--- src/rtl/punc_control.sv ---
// Control FSM for the PUNC LC-3 subset: sequences fetch/decode/execute and
// drives datapath selects and strobes combinationally from state and ir.
module punc_control #(
  parameter bit ILLEGAL_HALT = 1'b1
) (
  input  logic        clk,
  input  logic        rst,
  input  logic [15:0] ir,
  input  logic        n,
  input  logic        z,
  input  logic        p,
  output logic        ir_ld,
  output logic        pc_ld,
  output logic [1:0]  pc_sel,
  output logic [1:0]  mem_raddr_sel,
  output logic        mem_w_en,
  output logic [1:0]  mem_waddr_sel,
  output logic        rf_w_en,
  output logic        rf_waddr_sel,
  output logic [1:0]  rf_wdata_sel,
  output logic [1:0]  alu_op,
  output logic        cc_ld,
  output logic        temp_ld,
  output logic        halted,
  output logic [2:0]  state_dbg
);

  localparam logic [2:0] FETCH  = 3'd0;
  localparam logic [2:0] DECODE = 3'd1;
  localparam logic [2:0] EXEC   = 3'd2;
  localparam logic [2:0] EXEC2  = 3'd3;
  localparam logic [2:0] HALT   = 3'd4;

  localparam logic [3:0] OP_BR   = 4'b0000;
  localparam logic [3:0] OP_ADD  = 4'b0001;
  localparam logic [3:0] OP_LD   = 4'b0010;
  localparam logic [3:0] OP_ST   = 4'b0011;
  localparam logic [3:0] OP_JSR  = 4'b0100;
  localparam logic [3:0] OP_AND  = 4'b0101;
  localparam logic [3:0] OP_LDR  = 4'b0110;
  localparam logic [3:0] OP_STR  = 4'b0111;
  localparam logic [3:0] OP_RTI  = 4'b1000;
  localparam logic [3:0] OP_NOT  = 4'b1001;
  localparam logic [3:0] OP_LDI  = 4'b1010;
  localparam logic [3:0] OP_STI  = 4'b1011;
  localparam logic [3:0] OP_JMP  = 4'b1100;
  localparam logic [3:0] OP_RSV  = 4'b1101;
  localparam logic [3:0] OP_LEA  = 4'b1110;
  localparam logic [3:0] OP_TRAP = 4'b1111;

  logic [2:0] state_reg, state_next;
  logic [3:0] opcode;
  logic       illegal;
  logic       br_taken;
  logic       unused_ir;

  assign opcode    = ir[15:12];
  assign illegal   = (opcode == OP_RTI) || (opcode == OP_RSV);
  assign br_taken  = (ir[11] & n) | (ir[10] & z) | (ir[9] & p);
  assign unused_ir = ^ir[8:0];
  assign state_dbg = state_reg;

  always_ff @(posedge clk or posedge rst) begin
    if (rst) state_reg <= FETCH;
    else     state_reg <= state_next;
  end

  always_comb begin
    state_next    = FETCH;
    ir_ld         = 1'b0;
    pc_ld         = 1'b0;
    pc_sel        = 2'd0;
    mem_raddr_sel = 2'd0;
    mem_w_en      = 1'b0;
    mem_waddr_sel = 2'd0;
    rf_w_en       = 1'b0;
    rf_waddr_sel  = 1'b0;
    rf_wdata_sel  = 2'd0;
    alu_op        = 2'd0;
    cc_ld         = 1'b0;
    temp_ld       = 1'b0;
    halted        = 1'b0;
    case (state_reg)
      FETCH: begin
        ir_ld      = 1'b1;
        state_next = DECODE;
      end
      DECODE: begin
        pc_ld = 1'b1;
        if (opcode == OP_TRAP || (ILLEGAL_HALT && illegal)) state_next = HALT;
        else                                                 state_next = EXEC;
      end
      EXEC: begin
        case (opcode)
          OP_ADD, OP_AND, OP_NOT: begin
            rf_w_en = 1'b1;
            cc_ld   = 1'b1;
            alu_op  = (opcode == OP_ADD) ? 2'd0 : (opcode == OP_AND) ? 2'd1 : 2'd2;
          end
          OP_LD, OP_LDR: begin
            rf_w_en       = 1'b1;
            rf_wdata_sel  = 2'd1;
            mem_raddr_sel = (opcode == OP_LD) ? 2'd1 : 2'd2;
            cc_ld         = 1'b1;
          end
          OP_LEA: begin
            rf_w_en      = 1'b1;
            rf_wdata_sel = 2'd3;
          end
          OP_ST, OP_STR: begin
            mem_w_en      = 1'b1;
            mem_waddr_sel = (opcode == OP_ST) ? 2'd0 : 2'd1;
          end
          OP_BR: begin
            if (br_taken) begin
              pc_ld  = 1'b1;
              pc_sel = 2'd1;
            end
          end
          OP_JMP: begin
            pc_ld  = 1'b1;
            pc_sel = 2'd2;
          end
          // R7 gets the incremented PC on the same edge the PC reloads.
          OP_JSR: begin
            rf_w_en      = 1'b1;
            rf_waddr_sel = 1'b1;
            rf_wdata_sel = 2'd2;
            pc_ld        = 1'b1;
            pc_sel       = ir[11] ? 2'd3 : 2'd2;
          end
          OP_LDI, OP_STI: begin
            temp_ld       = 1'b1;
            mem_raddr_sel = 2'd1;
            state_next    = EXEC2;
          end
          default: ;
        endcase
      end
      EXEC2: begin
        if (opcode == OP_LDI) begin
          rf_w_en       = 1'b1;
          rf_wdata_sel  = 2'd1;
          mem_raddr_sel = 2'd3;
          cc_ld         = 1'b1;
        end else if (opcode == OP_STI) begin
          mem_w_en      = 1'b1;
          mem_waddr_sel = 2'd2;
        end
      end
      HALT: begin
        halted     = 1'b1;
        state_next = HALT;
      end
      default: state_next = FETCH;
    endcase
  end

endmodule

--- config.mk ---
export PLATFORM = sky130hd
export DESIGN_NAME = punc_control
export DESIGN_NICKNAME = d
export VERILOG_FILES = /design/src/rtl/punc_control.sv
export SDC_FILE = /design/constraint.sdc
export NUM_CORES = 1
export LEC_CHECK = 0
export BUFFER_PORTS_ARGS = -buffer_cell sky130_fd_sc_hd__buf_4
export CAP_MARGIN = 20
export CORE_MARGIN = 5
export CORE_UTILIZATION = 33
export DETAILED_ROUTE_END_ITERATION = 10
export PLACE_DENSITY = 0.79
export SLEW_MARGIN = 20
export SYNTH_ARGS = -nofsm -noshare
export SYNTH_HDL_FRONTEND = slang
export SYNTH_SLANG_ARGS = --single-unit
--- constraint.sdc ---
create_clock -name clk -period 1.1 [get_ports clk]
set_input_delay 0.055 -clock clk [delete_from_list [all_inputs] [get_ports clk]]
set_output_delay 0.055 -clock clk [all_outputs]
set_load 0.05 [all_outputs]
## After elaboration in Yosys (flattened, before gate mapping)

Cells that the tools add are included.

| cells by class | value |
|---|---|
| equal/unequal tests | 19 |
| bitwise logic cells | 5 |
| mux-type cells | 41 |
| reductions and logical operators | 11 |

Operators by type and width:

| kind | count |
|---|---|
| == test 4 bit, second input constant | 8 |
| 2-to-1 mux 2 bit | 10 |
| 2-to-1 mux 1 bit | 18 |
| == test 4 x 3 -> 1 bit, second input constant | 4 |
| case mux 2 bit (2 select lines) | 4 |
| case mux 2 bit (3 select lines) | 2 |
| case mux 3 bit (4 select lines) | 1 |
| case mux 1 bit (2 select lines) | 5 |
| == test 4 x 2 -> 1 bit, second input constant | 2 |
| OR reduction 2 bit | 4 |
| OR reduction 7 bit | 1 |
| == test 3 x 2 -> 1 bit, second input constant | 2 |
| OR reduction 5 bit | 1 |
| == test 4 x 1 -> 1 bit, second input constant | 1 |
| zero test 4 bit | 1 |
| bitwise AND 1 bit | 3 |
| == test 3 x 1 -> 1 bit, second input constant | 1 |
| == test 3 bit, second input constant | 1 |
| zero test 3 bit | 1 |
| 2-to-1 mux 3 bit | 1 |
| OR reduction 3 bit | 1 |
| logical OR 1 bit | 2 |
| bitwise OR 1 bit | 2 |

| word-level totals | value |
|---|---|
| bits in registers | 3 |
| output and inout bits | 21 |
| word-level logic and storage cells | 77 |

## Depth between registers and ports, before layout

| depth | value |
|---|---|
| depth after elaboration | 6 |
| mapped depth | 4 |

## Least setup slack after synthesis

No wires, ideal clock.

| timing | value |
|---|---|
| path kind | register -> output |
| from | register state_reg[1] (netlist: state_dbg[1]) |
| to | output pc_ld |
| stages on the path, launching flop included | 4 |
| setup slack | -1.304 ns |
| arrival time | 2.349 ns |
| path buffers | 0 |
| cells stage by stage | dfrtp_1 -> nor3b_2 -> nand2_1 -> o311ai_1 |

| on the way | value |
|---|---|
| longest elaborated chain between the ends | 2 |
| elaborated cells between the ends (all ways) | 3 |
| classes of those cells | 2 x eq/ne; 1 x mux |

RTL lines:

| element | RTL line | text |
|---|---|---|
| from (decl) | 51 | `logic [2:0] state_reg, state_next;` |
| from (signal assigned) | 65 | `else state_reg <= state_next;` |
| == test 3 x 2 -> 1 bit or == test 3 x 1 -> 1 bit (tied branches) | 83 | `case (state_reg)` |
| case mux 1 bit (2 select lines) (*) | 83 |  |
| to (decl) | 13 | `output logic pc_ld,` |

Every way passes the cells marked *; elsewhere a longest branch is shown, timed or not.

## Final worst setup path

| timing | value |
|---|---|
| from | register state_reg[2] (netlist: state_dbg[2]) |
| to | output pc_ld |

The elaborated chain is that of the path after synthesis.

==> flow_summary.ini <==
[cells_and_area]
diodes = 0
fin_cells = 138
final_area_sq_um = 1305
largest_reg_flops = 3
areaGrowthSynthToFinish_pct = 161.4
drive_gt1_share_pct = 81.15
final_nets = 144

[power]
power_density_nw_per_um2 = 2040
p_sw_share_pct = 51.95
pwr-share-comb_pct = 81.9
power_frac_clock_pct = 8.0
p_int_mw = 1.279
total_power_mw = 2.663
ir_drop_uv = 1770
p_switching_mw = 1.383
p_leak_nw = 0.5580
p_seq_share_pct = 10.1

[setup_path]
cp-start-kind = register
cp_slowest_cell = dfrtp_4
cp.arrival_ps = 1660
crit_path_end_kind = output pin
worst-setup-path-type = register to output pin
cp_cell_sequence = nor3b_4 -> nand2_2 -> o311ai_4 -> buf_6
critical_path.max_fanout = 4
max_stage_delay_ps = 520
reg2reg_slack_ps = -490
crit_required_ps = 1040
r2r_cells = 6

[sta]
post-route-min-period_ps = 1718
finalHoldViolations = 0
rsz0062_at_grt = true
drv_slew = 0
tightest_slew_ps = 342.0
finClkSkew_ps = 4.196
setup_slack_ps = -618.3
finalSetupTns_ps = -10600
period_share_pct = 156.2
final-setup-viol-count = 24
relSlewSlack_pct = 77.20
max_freq_mhz = 582.0

[route]
viasPerCell = 5.638
drt-wirelength-per-cell_um = 17.38
drt-initial-drc-count = 6
drc = 0
drt-total-wl_mm = 2.398
firstDrtPassIters = 4
drtAntennaViolNets = 0
vias = 778

[placement]
portBuffers = 32
gp_congestion = 0.8179
dp_hpwl_mm = 1.607
place_inst = 128
dpl_cell_area_sq_um = 1056

[grt]
grt_pass1_wl_mm = 3.726
grt_usage_pct = 19.94
grt_pass1_vias = 827
antenna_found_initial = 0
grt_max_degree = 11
grt_remaining_overflow = 0

[yosys]
synth_top_cells_by_area = dfrtp_1 (15%), nand2_1 (7.5%), nor2_1 (6.8%)
ys_types = 34
synth_area_sq_um = 499.2
synth_nets = 91
synth-warning-count = 0
yosysSeqAreaShare_pct = 15.04
yosys_register_bits = 3
netlist.area_leader.share_pct = 15.04
avgSynthCellArea_sq_um = 7.132
synthMostInstantiatedCell = nand2_1
async_flop_share_pct = 100.0
synth_edf_count = 0
postSynthCellCount = 70
synthTopCellsByCount = nand2_1 (10), nor2_1 (9), a21oi_1 (6), nor3_1 (4)
ys.flop_type = dfrtp_1
synth_area_leader_cell = dfrtp_1

[clocking]
cts_buffers = 3
cts_root_buffer = clkbuf_4
clkLatencyLatePin_ps = 240
clkSlewWorstSetupHoldPaths_ps = 50
cts_htree_levels = 1
cts_buffer_depth = 2
cts_sinks = 3
cts_tree = built

[floorplanning]
num_io_pins = 42
rows = 14
die_h_um = 48.90
initial_core_util_pct = 33.93
core_sq_um = 1471
dieArea_sq_um = 2391
die_x_um = 48.90

[outcome]
status = finished, violations left
violations = negative setup slack

[worst_hold_path]
hold_class = input pin to register
holdPathStages = 3

[run]
maxCapViolCount = 0
[cells in the final DEF (no fill, tap or decap), drive strengths merged]
cell type and n:
dfrtp 3, nand4b 1, a31oi 1, nor4b 1, or3b 1, or2 2, nand3 3, buf 52
and3 2, a21bo 1, and2b 1, nand4 1, nor3 4, nor3b 3, nor2 9, o21ai 1
inv 1, a222oi 1, nand2 10, dlygate4sd3 1, o21bai 1, nand2b 3, o311ai 1, xnor2 1
a211o 1, or2b 1, o21a 1, nor2b 2, clkbuf 4, or4b 1, clkinvlp 1, a21oi 6
[worst max-delay path, delay by kind of cell, from the launching register on]
family | cells | cell delay (ps)
DFF | 1 | 520
and+or+nand+nor | 2 | 420
AOI/OAI and AO/OA | 1 | 290
buffers and inverters | 1 | 200
[area by class of cell]
cell class	instances	area, sq um
multi-input combinational	60	644.4
timing repair buffer	53	516.7
clock buffer	4	26.28
inverter	2	11.26
sequential	3	86.33
fill	58	166.4
tap	16	20.02
[power groups by stage]
stage          registers (mW)  clock network [mW]  logic, mW
2_1_floorplan           0.452                   0       1.07
3_3_place_gp            0.254                   0       1.69
3_5_place_dp            0.259                   0       1.72
4_1_cts                 0.264               0.210       1.90
5_1_grt                 0.275               0.236       2.27
6_report                0.268               0.213       2.18
[timing repair]
action / 4_1_cts / 5_1_grt
pin swaps: 5 / 4
resized for setup: 29 / 15
hold buffers: 1 / 0
endpoints found under the setup margin: 24 / 24
setup buffers: 1 / 5
endpoints found under the hold margin: 3 / 0
[layer usage]
metal / global-route usage [%] / up-vias / part of all wire (%)
met5: 0 / - / 0
met4: 13.00 / 0 / 2.7
met3: 4.281 / 6 / 6.3
met2: 35.43 / 36 / 54
met1: 20.63 / 383 / 37
li1: - / 353 / -
[path summary, 6_finish.rpt]
kind,start,endpoint
worst max-delay path,state_dbg[2]$_DFF_PP0_,pc_ld
worst min-delay path,ir[12],state_dbg[2]$_DFF_PP0_
worst max register to register,state_dbg[1]$_DFF_PP0_,state_dbg[1]$_DFF_PP0_
worst min register to register,state_dbg[1]$_DFF_PP0_,state_dbg[2]$_DFF_PP0_
max in group asynchronous,rst,state_dbg[0]$_DFF_PP0_
min in group asynchronous,rst,state_dbg[1]$_DFF_PP0_
[cell families (layout without fill, tap and decap cells)]
logic type             Yosys count  in the layout  synth area share [%]
XOR/XNOR                         1              1                 1.755
flip-flops                       3              3                 15.04
AND/OR/NAND/NOR                 45             45                 54.89
buffers and inverters            7             59                 9.525
AO/OA/AOI/OAI                   14             14                 18.80
[per-stage QoR]
step / utilization [%] / hold slack (ps) / worst slack (ps)
floorplan: - / -191.3 / -514.1
global placement: 71.77 / -60.08 / -348.2
detailed placement: 71.77 / -52.08 / -362.4
CTS: 82.48 / 215.1 / -577.4
global route: 88.69 / 274.5 / -665.1
finish: 88.69 / 247.6 / -618.3
Note: power is estimated with default switching activity, not from simulation.
